File: src/rtl/cond_unit_mc.sv
// cond_unit_mc
// Multi-context condition unit for the execute-stage controller. Each
// hardware context owns an NZCV flag register and a small flag save stack
// that is used on exception entry (Save) and exception return (Restore).
// The selected context's flags are decoded against the ARM condition field.
// The result (CondEx) gates writeback and gates this unit's own flag updates.
//
// Ports:
//   clk        clock; all state changes on the rising edge
//   reset      synchronous, active-high
//   Valid      an instruction is present in this stage
//   Ctx        context of the current instruction
//   Cond       ARM condition field
//   ALUFlags   {N,Z,C,V} produced by the ALU this cycle
//   FlagWrite  [1] requests an NZ update, [0] requests a CV update
//   ExcCtx     context targeted by Save/Restore
//   Save       push ExcCtx's current flags onto its stack
//   Restore    pop ExcCtx's stack into its flag register
//   CondEx     condition passed (combinational)
//   FlagsOut   registered flags of Ctx (combinational read)
//   StackFull  per-context stack full
//   StackEmpty per-context stack empty
//   StackErr   registered one-cycle error pulse
module cond_unit_mc #(
  parameter int NCTX   = 2,
  parameter int SDEPTH = 4,
  localparam int CW    = (NCTX > 1) ? $clog2(NCTX) : 1
) (
  input  logic            clk,
  input  logic            reset,
  input  logic            Valid,
  input  logic [CW-1:0]   Ctx,
  input  logic [3:0]      Cond,
  input  logic [3:0]      ALUFlags,
  input  logic [1:0]      FlagWrite,
  input  logic [CW-1:0]   ExcCtx,
  input  logic            Save,
  input  logic            Restore,
  output logic            CondEx,
  output logic [3:0]      FlagsOut,
  output logic [NCTX-1:0] StackFull,
  output logic [NCTX-1:0] StackEmpty,
  output logic            StackErr
);

  localparam int NW = $clog2(SDEPTH + 1);
  localparam int SW = (SDEPTH > 1) ? $clog2(SDEPTH) : 1;

  logic [3:0]    flags_q [NCTX];
  logic [3:0]    stack_q [NCTX][SDEPTH];
  logic [NW-1:0] count_q [NCTX];
  logic          err_q;

  logic          ctx_ok;
  logic          exc_ok;
  logic [3:0]    cur_flags;
  logic [3:0]    exc_flags;
  logic [NW-1:0] exc_count;
  logic [NW-1:0] exc_count_m1;
  logic [SW-1:0] push_idx;
  logic [SW-1:0] pop_idx;
  logic [3:0]    pop_val;
  logic          wr_en;
  logic          do_push;
  logic          do_pop;
  logic          err_d;

  // Full 16-entry ARM condition decode; code 1111 never passes.
  function automatic logic cond_decode(input logic [3:0] c, input logic [3:0] f);
    logic n, z, cf, v;
    n  = f[3];
    z  = f[2];
    cf = f[1];
    v  = f[0];
    case (c)
      4'b0000: cond_decode = z;
      4'b0001: cond_decode = ~z;
      4'b0010: cond_decode = cf;
      4'b0011: cond_decode = ~cf;
      4'b0100: cond_decode = n;
      4'b0101: cond_decode = ~n;
      4'b0110: cond_decode = v;
      4'b0111: cond_decode = ~v;
      4'b1000: cond_decode = cf & ~z;
      4'b1001: cond_decode = ~cf | z;
      4'b1010: cond_decode = (n == v);
      4'b1011: cond_decode = (n != v);
      4'b1100: cond_decode = ~z & (n == v);
      4'b1101: cond_decode = z | (n != v);
      4'b1110: cond_decode = 1'b1;
      default: cond_decode = 1'b0;
    endcase
  endfunction

  // Instruction side: an out-of-range context reads as zero flags and never passes.
  always_comb begin
    ctx_ok    = (int'(Ctx) < NCTX);
    cur_flags = ctx_ok ? flags_q[Ctx] : 4'b0000;
    CondEx    = Valid & ctx_ok & cond_decode(Cond, cur_flags);
    FlagsOut  = cur_flags;
    wr_en     = CondEx;
  end

  // Exception side: decide whether Save/Restore actually happens or becomes an error.
  // Save+Restore together is always an error, regardless of stack state.
  always_comb begin
    exc_ok       = (int'(ExcCtx) < NCTX);
    exc_flags    = exc_ok ? flags_q[ExcCtx] : 4'b0000;
    exc_count    = exc_ok ? count_q[ExcCtx] : '0;
    exc_count_m1 = exc_count - NW'(1);
    push_idx     = exc_count[SW-1:0];
    pop_idx      = exc_count_m1[SW-1:0];
    pop_val      = exc_ok ? stack_q[ExcCtx][pop_idx] : 4'b0000;
    do_push      = 1'b0;
    do_pop       = 1'b0;
    err_d        = 1'b0;
    if (Save && Restore) begin
      err_d = 1'b1;
    end else if (Save || Restore) begin
      if (!exc_ok) begin
        err_d = 1'b1;
      end else if (Save) begin
        if (exc_count == NW'(SDEPTH)) err_d = 1'b1;
        else                          do_push = 1'b1;
      end else begin
        if (exc_count == '0) err_d = 1'b1;
        else                 do_pop = 1'b1;
      end
    end
  end

  // Flag registers, stack counts and the error pulse. A pop into a context
  // wins over an instruction write to that same context; the push side reads
  // the pre-edge flags, so a same-cycle write still lands in the register.
  always_ff @(posedge clk) begin
    if (reset) begin
      err_q <= 1'b0;
      for (int i = 0; i < NCTX; i++) begin
        flags_q[i] <= 4'b0000;
        count_q[i] <= '0;
      end
    end else begin
      err_q <= err_d;
      for (int i = 0; i < NCTX; i++) begin
        if (do_pop && (int'(ExcCtx) == i)) begin
          flags_q[i] <= pop_val;
        end else if (wr_en && (int'(Ctx) == i)) begin
          if (FlagWrite[1]) flags_q[i][3:2] <= ALUFlags[3:2];
          if (FlagWrite[0]) flags_q[i][1:0] <= ALUFlags[1:0];
        end
        if (do_push && (int'(ExcCtx) == i)) begin
          count_q[i] <= count_q[i] + NW'(1);
        end else if (do_pop && (int'(ExcCtx) == i)) begin
          count_q[i] <= count_q[i] - NW'(1);
        end
      end
    end
  end

  // Stack storage carries no reset; the counts define which entries are live.
  always_ff @(posedge clk) begin
    if (!reset && do_push) begin
      stack_q[ExcCtx][push_idx] <= exc_flags;
    end
  end

  // Status flags come straight from the registered counts.
  always_comb begin
    for (int i = 0; i < NCTX; i++) begin
      StackFull[i]  = (count_q[i] == NW'(SDEPTH));
      StackEmpty[i] = (count_q[i] == '0);
    end
    StackErr = err_q;
  end

endmodule

File: config.mk
export PLATFORM = sky130hd
export DESIGN_NAME = cond_unit_mc
export DESIGN_NICKNAME = d
export VERILOG_FILES = /design/src/rtl/cond_unit_mc.sv
export SDC_FILE = /design/constraint.sdc
export NUM_CORES = 1
export LEC_CHECK = 0
export BUFFER_PORTS_ARGS = -buffer_cell sky130_fd_sc_hd__buf_2
export CELL_PAD_IN_SITES_DETAIL_PLACEMENT = 0
export CELL_PAD_IN_SITES_GLOBAL_PLACEMENT = 1
export CORE_MARGIN = 2
export CORE_UTILIZATION = 48
export DETAILED_ROUTE_END_ITERATION = 16
export PLACE_DENSITY = 0.86
export SYNTH_ARGS = -nofsm -noshare
export SYNTH_HDL_FRONTEND = slang
export SYNTH_SLANG_ARGS = --single-unit
export TNS_END_PERCENT = 5
File: constraint.sdc
create_clock -name clk -period 4.2 [get_ports clk]
set_input_delay 0.21 -clock clk [delete_from_list [all_inputs] [get_ports clk]]
set_output_delay 0.21 -clock clk [all_outputs]
set_load 0.005 [all_outputs]
==> results of run 1 <==
-- flip-flops by register name (all words and copies together) (netlist names) --
| register | count |
|---|---|
| count_q | 6 |
| flags_q | 8 |
| stack_q | 32 |
| StackErr | 1 |
-- layout make-up --
| type | count | area [µm²] |
|---|---|---|
| Clock buffer | 5 | 68.8 |
| Tap cell | 72 | 90.1 |
| Clock inverter | 3 | 46.3 |
| Timing Repair Buffer | 27 | 138 |
| Multi-Input combinational cell | 142 | 1190 |
| Fill cell | 480 | 2480 |
| Sequential cell | 47 | 1400 |
| Inverter | 14 | 52.6 |
-- worst paths after layout --
path | start | endpoint | slack [ps]
setup / recovery | count_q[1][0] | flags_q[0][3] | 880
setup reg to reg | count_q[1][0] | flags_q[0][3] | 880
hold reg to reg | count_q[0][0] | count_q[0][0] | 630
hold / removal | reset | StackErr | 160
-- per-layer routing --
layer	up-vias	part of all wire [%]	GRT usage, %
met4	0	2.8	7.76
met1	855	44	22.7
li1	858	-	-
met5	-	0	0
met2	40	50	31.4
met3	13	3.5	3.64
-- stage by stage --
stage                     hold WS (ps)  area (µm²)
after floorplan                    282        2690
after global placement             477        2870
after detailed placement           476        2870
after CTS                          150        2990
after global routing               165        2990
final                              158        2990
-- power by group --
group          switching [mW]  internal, mW  leakage [nW]
logic                   0.108        0.0927         0.659
clock network           0.157         0.179        0.0548
registers              0.0155         0.540         0.447
total                   0.280         0.812          1.16
-- cells by family after synthesis --
kind of cell / Yosys count
XOR/XNOR: 6
AND/OR/NAND/NOR: 53
adder cells (fa/ha/maj): 8
AO/OA/AOI/OAI: 43
buffers and inverters: 24
multiplexers: 32
flip-flops: 47
-- layout by cell type, fill, tap and decap left out, types with 2 or more instances in the layout --
master,count
nor3b_1,4
o31ai_1,2
and3_2,2
a211oi_1,2
nand3_1,6
and2_1,6
xor2_1,2
edfxtp_1,46
xnor2_1,4
nor2b_1,2
and3_1,5
nor3_1,3
mux2i_1,11
mux2_4,2
inv_1,14
o211ai_1,4
ha_1,7
a21oi_1,9
buf_2,26
o21a_1,3
mux2_2,11
a211o_1,3
clkbuf_8,5
mux4_2,8
nor2_1,8
o21ai_0,9
nand2_1,10
a31o_1,2
nand2b_1,4
==> impl_metrics.csv, run 1 <==
group,metric,value,unit
synth,yosysMostFrequentCell,"edfxtp_1",
floorplanning,initial_core_util,49.2,%
critical_path,cp_cell_sequence,"mux2i_1 -> ha_1 -> nor2b_1 -> o31ai_1 -> nor3b_1 -> o21a_1 -> o211ai_1 -> o21ai_0",
cts,post-cts-setup-buffers,0,
synth,synthXorXnorAreaFrac,1.95,%
cts,clk_latency,310,ps
pwr,max-vdd-ir-drop,0.264,mV
critical_path,slowest_delay,590,ps
critical_path,critical_path.slowest_cell,"mux2i_1",
critical_path,worstRegToRegCells,8,
timing,hold_violations,0,
cts,ctsHoldBuffers,0,
pwr,power_density,366,mW/mm²
synth,syn_area,0.00269,mm²
critical_path,crit_path_end_kind,"register",
synth,ys_types,45,
critical_path,critical-path-top-delay-family,"compound AO/OA/AOI/OAI gates",
cts,ctsRootBufferMaster,"clkbuf_8",
global_routing,antenna_found_initial,0,
routing,drt_wl_total,5210,µm
critical_path,cp.buffers_inverters,0,
global_routing,grt-ovfl-total,0,
timing,timing.setup.tns,0,ps
critical_path,critical_path_required,4340,ps
timing,finalClockSkew,8.35,ps
cells_and_area,n_antenna_cell,0,
pwr,leakage,1.16,nW
critical_path,cp.arrival,3460,ps
placement,dp_cells,302,
synth,synth.area.top_cells,"edfxtp_1 51%, mux4_2 6.7%, mux2_2 4.6%, mux2i_1 4.1%, ha_1 3.3%",
floorplanning,rows,27,
critical_path,path_max_fanout,11,
cts,cts-buffers-inserted,5,
global_routing,grt_max_degree,25,
timing,rsz0062_at_grt,"false",
critical_path,cp.depth,8,
hold_path,hp-class,"input pin to register",
cts,clockBufferDepth,2,
global_routing,track_usage,18.3,%
floorplanning,die_y,78.9,µm
placement,io_buffers,26,
timing,relSlewSlack,48.0,%
cts,clk_pin_slew,90,ps
pwr,finalPower,1.09,mW
routing,drtIter0Drc,129,
synth,yosysWarnings,0,
floorplanning,num_io_pins,27,
cells_and_area,final_nets,262,
timing,period_minus_slack,3320,ps
routing,dr.pass1.iters,4,
synth,synth_area_per_cell,12.6,µm²
critical_path,startpoint_type,"register",
synth,synth_ff_type,"edfxtp_1",
floorplanning,dieArea,0.00622,mm²
placement,place_congestion,0.802,
critical_path,crit_type,"register to register",
timing,max_freq,301,MHz
synth,synth_top_area_share,51.3,%
synth,synthMuxAreaShare,16.5,%
timing,setup_violations,0,
routing,ant_nets,0,
synth,synth.largest_area_cell,"edfxtp_1",
cts,ctsResizeCount,0,
synth,synthesis.nets,238,
synth,synth_top_family_by_area,"multiplexers",
routing,viasPerCell,5.70,
synth,synthCells,213,
routing,drc_errors,0,
synth,synth_fa_ha_area_share,4.00,%
hold_path,whs_path_depth,2,
outcome,status,"completed",
synth,synth-seq-cells,47,
job,cap_viol_max_count,0,
synth,async_reset_ff_share,0,%
global_routing,grt_pass1_vias,1736,
global_routing,grt_pass1_wl,8510,µm
placement,dp_slack,903,ps
synth,synth_compound_area_share,11.0,%
routing,wl_per_cell,16.8,µm
floorplanning,die_x,78.9,µm
timing,worst_slew_pin_slew,775,ps
timing,fin_ws,879,ps
floorplanning,core_area,0.00547,mm²
timing,post-route-period-util,79.1,%
cells_and_area,area_delta_synth_final,11.0,%
cts,tritoncts,"done",
timing,slew_violations,0,
cells_and_area,fin_util,54.6,%
cells_and_area,drive_gt1_share,26.9,%
cells_and_area,layout.cells.non_filler,310,
synth,yosysSeqAreaShare,52.1,%
cts,cts_sinks,47,
synth,synth_simple_gate_area_share,10.8,%
placement,dpl.hpwl,4100,µm
synth,synth_edf_count,46,
cts,cts_htree_levels,2,
routing,vias,1766,
synth,synth_top_cells_by_count,"46 x edfxtp_1, 14 x inv_1, 11 x mux2_2, 11 x mux2i_1, 10 x nand2_1",
Power figures use the tool's default switching activity.
==> run 2, diff against run 1 <==
Settings changed: CORE_UTILIZATION 48 to 43, PLACE_DENSITY 0.86 to 0.82.
Clock period 4.2 ns to 2.9 ns, I/O delays scaled along.
==> impl_metrics.csv, run 2 (synthesis gave the netlist of run 1 again) <==
group,metric,value,unit
cts,cts-buffers-inserted,5,
outcome,status,"completed",
placement,dp_slack,247,ps
job,cap_viol_max_count,0,
floorplanning,initial_core_util,44.9,%
routing,drtIter0Drc,109,
cells_and_area,layout.cells.non_filler,318,
floorplanning,core_area,0.00599,mm²
cells_and_area,final_cell_mix,"46 x edfxtp_1, 26 x buf_2, 14 x inv_1",
cells_and_area,layout_commonest_cell,"edfxtp_1",
cts,ctsRootBufferMaster,"clkbuf_8",
critical_path,timing.rr.start,"count_q[0][0]",
routing,drt_wl_total,5090,µm
timing,period_minus_slack,2630,ps
pwr,clkPwrFrac,31.0,%
timing,whs,96.6,ps
timing,max_freq,380,MHz
global_routing,grt_pass1_wl,8360,µm
timing,worst_slew_pin_slew,526,ps
placement,dpl.hpwl,3980,µm
critical_path,cp.arrival,2760,ps
pwr,power_density,524,mW/mm²
critical_path,crit_type,"register to register",
critical_path,crit_path_end_kind,"register",
timing,rsz0062_at_grt,"false",
routing,dr.pass1.iters,4,
pwr,leakage,1.19,nW
critical_path,critical_path_required,3030,ps
placement,dp_cells,310,
cells_and_area,n_antenna_cell,0,
cts,clockBufferDepth,2,
pwr,p_sw_share,25.6,%
critical_path,path_max_fanout,6,
global_routing,track_usage,15.4,%
routing,wl_per_cell,16.0,µm
cells_and_area,area_delta_synth_final,12.7,%
global_routing,met3_usage,3.78,%
cts,ctsHoldBuffers,0,
global_routing,grt_max_degree,20,
timing,setup_violations,0,
placement,io_buffers,26,
pwr,p_int,1.18,mW
global_routing,grt_use_met1,19.7,%
cts,cts_sinks,47,
cells_and_area,drive_gt1_share,28.8,%
placement,dpl_cell_area,0.00292,mm²
cells_and_area,post-route-cell-area,0.00303,mm²
floorplanning,die_y,83.1,µm
pwr,seqPwrFrac,50.3,%
critical_path,reg2reg_setup_slack,270,ps
critical_path,endpoint,"flags_q[0][0]",
global_routing,grt_pass1_vias,1727,
cts,ctsResizeCount,0,
pwr,comb_power_share,18.8,%
floorplanning,num_io_pins,27,
timing,relSlewSlack,64.5,%
cells_and_area,final_nets,267,
timing,finalClockSkew,12.6,ps
routing,vias,1744,
routing,ant_nets,0,
global_routing,grt.busiest_layer,"met2",
routing,drc_errors,0,
routing,viasPerCell,5.48,
cells_and_area,largest_reg_flops,32,
global_routing,use_met2,25.2,%
cts,clk_pin_slew,90,ps
cts,cts_htree_levels,2,
floorplanning,rows,28,
timing,slew_violations,0,
global_routing,antenna_found_initial,0,
global_routing,grt-ovfl-total,0,
hold_path,hp-class,"input pin to register",
cells_and_area,reg_top3,"stack_q: 32 flops, flags_q: 8 flops, count_q: 6 flops",
critical_path,r2r_end,"flags_q[0][0]",
critical_path,startpoint_type,"register",
timing,post-route-period-util,90.8,%
timing,timing.setup.tns,0,ps
pwr,finalPower,1.59,mW
cts,tritoncts,"done",
critical_path,cp-startpoint,"count_q[0][0]",
cts,clk_latency,310,ps
placement,place_congestion,0.747,
cells_and_area,fin_util,50.6,%
cts,post-cts-setup-buffers,0,
timing,fin_ws,266,ps
critical_path,worstRegToRegCells,9,
floorplanning,dieArea,0.00691,mm²
timing,hold_violations,0,
pwr,max-vdd-ir-drop,0.326,mV
pwr,p_switching,407,µW
cells_and_area,top_register,"stack_q",
floorplanning,die_x,83.1,µm
## run 2: cell count changes in the layout (fill, tap and decap cells not counted)
cell	delta
mux2i_2	+1
buf_4	+5
mux2i_1	-1
clkinv_4	+1
clkinvlp_4	-1
## run 2: routing by layer
| metal | wire (µm) | vias to the layer above |
|---|---|---|
| met5 | 0 | - |
| met4 | 115 | 0 |
| met1 | 2330 | 818 |
| li1 | - | 866 |
| met3 | 243 | 12 |
| met2 | 2400 | 48 |
## run 2: worst min path at each step
stage	depth (start not counted)	slack, ps	startpoint	end
after floorplan	1	220	reset	StackErr
after global routing	2	110	reset	StackErr
final	2	100	reset	StackErr
after CTS	2	90	reset	StackErr
after global placement	2	420	reset	StackErr
after detailed placement	2	420	reset	StackErr
## run 2: power groups by stage
| stage | Combinational, mW | Clock [mW] | Sequential, mW |
|---|---|---|---|
| CTS | 0.303 | 0.502 | 0.800 |
| global route | 0.336 | 0.524 | 0.803 |
| finish | 0.299 | 0.493 | 0.800 |
| detailed placement | 0.301 | 0 | 0.816 |
| floorplan | 0.219 | 0 | 0.810 |
| global placement | 0.298 | 0 | 0.814 |
## run 2: area by class of cell
cell class | instances | area [µm²]
fillers | 515 | 2960
flip-flops and latches | 47 | 1400
multi-input cells | 142 | 1190
repair buffers | 32 | 175
well taps | 75 | 93.8
clock buffers | 5 | 68.8
inverters | 14 | 52.6
clock inverters | 3 | 47.5
## run 2: critical path: stages (launching register included)
cell and delay, ps:
edfxtp_1 450, mux2i_2 190, buf_4 190, ha_1 160, nor2b_1 170, o31ai_1 140
nor3b_1 460, o21a_1 320, o211ai_1 150, o21ai_0 240
==> run 3, diff against run 2 <==
Settings changed: CORE_MARGIN 2 to default.
==> impl_metrics.csv, run 3 (synthesis gave the netlist of run 1 again) <==
group,metric,value,unit
routing,viasPerCell,5.52,
timing,post-route-period-util,91.0,%
pwr,p_sw_share,25.6,%
pwr,seqPwrFrac,50.3,%
floorplanning,initial_core_util,44.9,%
placement,io_buffers,26,
pwr,p_int,1.18,mW
cells_and_area,final_nets,267,
timing,timing.setup.tns,0,ps
cells_and_area,reg_top3,"stack_q: 32 flops, flags_q: 8 flops, count_q: 6 flops",
critical_path,startpoint_type,"register",
critical_path,cp.arrival,2790,ps
job,cap_viol_max_count,0,
routing,drt_wl_total,5290,µm
placement,dpl.hpwl,4150,µm
placement,place_congestion,0.797,
pwr,power_density,524,mW/mm²
cells_and_area,fillers,532,
timing,period_minus_slack,2640,ps
floorplanning,die_y,81.1,µm
routing,dr.pass1.iters,4,
cells_and_area,top_register,"stack_q",
routing,vias,1754,
cts,cts_htree_levels,2,
critical_path,crit_path_end_kind,"register",
placement,dp_cells,310,
critical_path,critical_path_required,3050,ps
timing,finalClockSkew,11.0,ps
cts,ctsHoldBuffers,0,
global_routing,antenna_found_initial,0,
timing,relSlewSlack,63.9,%
routing,wl_per_cell,16.6,µm
floorplanning,num_io_pins,27,
critical_path,crit_type,"register to register",
cells_and_area,drive_gt1_share,28.8,%
floorplanning,core_area,0.00599,mm²
cells_and_area,layout.cells.non_filler,318,
timing,slew_violations,0,
cts,tritoncts,"done",
timing,rsz0062_at_grt,"false",
pwr,comb_power_share,19.0,%
pwr,leakage,1.18,nW
cts,post-cts-setup-buffers,0,
global_routing,grt_pass1_vias,1646,
global_routing,grt_max_degree,20,
cts,cts_sinks,47,
cts,clk_pin_slew,90,ps
critical_path,path_max_fanout,6,
global_routing,grt-ovfl-total,0,
timing,worst_slew_pin_slew,535,ps
pwr,p_switching,406,µW
cells_and_area,largest_reg_flops,32,
timing,setup_violations,0,
cells_and_area,n_antenna_cell,0,
timing,max_freq,379,MHz
routing,drtIter0Drc,119,
cells_and_area,layout_commonest_cell,"edfxtp_1",
cts,clockBufferDepth,2,
outcome,status,"completed",
pwr,clkPwrFrac,30.7,%
floorplanning,rows,28,
cells_and_area,fin_util,50.6,%
global_routing,grt_pass1_wl,8530,µm
cts,clk_latency,310,ps
pwr,max-vdd-ir-drop,0.302,mV
cts,ctsRootBufferMaster,"clkbuf_8",
routing,drc_errors,0,
cts,cts-buffers-inserted,5,
cts,ctsResizeCount,0,
cells_and_area,final_cell_mix,"46 x edfxtp_1, 26 x buf_2, 14 x inv_1",
cells_and_area,area_delta_synth_final,12.7,%
floorplanning,dieArea,0.00658,mm²
floorplanning,die_x,81.1,µm
timing,hold_violations,0,
routing,ant_nets,0,
hold_path,hp-class,"input pin to register",
global_routing,track_usage,17.6,%
## run 3: changes by cell type in the layout (fill, tap and decap cells not counted)
cell | previous run | this run
clkinv_4 | 1 | 0
clkinvlp_4 | 0 | 1
## run 3: worst paths after layout
kind	to	startpoint	cells after the start	slack (ps)
max reg2reg	flags_q[0][2]	count_q[0][0]	9	260
max	flags_q[0][2]	count_q[0][0]	9	260
min reg2reg	count_q[0][0]	count_q[0][0]	1	660
min	StackErr	reset	2	110
## run 3: power by group through the flow
| stage | clock network (mW) | registers, mW | logic, mW |
|---|---|---|---|
| final | 0.488 | 0.800 | 0.302 |
| after global routing | 0.525 | 0.804 | 0.333 |
| after CTS | 0.497 | 0.800 | 0.304 |
| after detailed placement | 0 | 0.816 | 0.303 |
| after global placement | 0 | 0.815 | 0.297 |
| after floorplan | 0 | 0.810 | 0.219 |
## run 3: routing by layer
layer | GRT usage, % | wire length (µm)
met4 | 5.71 | 70
met5 | 0 | 0
met2 | 28.0 | 2490
met3 | 3.48 | 177
met1 | 24.3 | 2550
## run 3: per-stage QoR
stage	setup WS [ps]	hold WS, ps	instance area, µm²	total power [mW]
after floorplan	152	217	2700	1.03
after global placement	325	427	2920	1.11
after detailed placement	295	428	2920	1.12
after CTS	278	102	3030	1.60
after global routing	28.7	108	3030	1.66
final	260	107	3030	1.59
## run 3: area by class of cell
cell class | instances | area, µm² | share of cell area, %
Inverter | 14 | 52.6 | 1.73
Multi-Input combinational cell | 142 | 1190 | 39.4
Clock inverter | 3 | 46.3 | 1.53
Tap cell | 75 | 93.8 | 3.09
Clock buffer | 5 | 68.8 | 2.27
Timing Repair Buffer | 32 | 175 | 5.78
Sequential cell | 47 | 1400 | 46.2
## run 3: worst max-delay path, cell delays in order (launching register included)
cell and delay, ps:
edfxtp_1 460, mux2i_2 200, buf_4 190, ha_1 170, nor2b_1 170, o31ai_1 150
nor3b_1 460, o21a_1 320, o211ai_1 180, o21ai_0 200
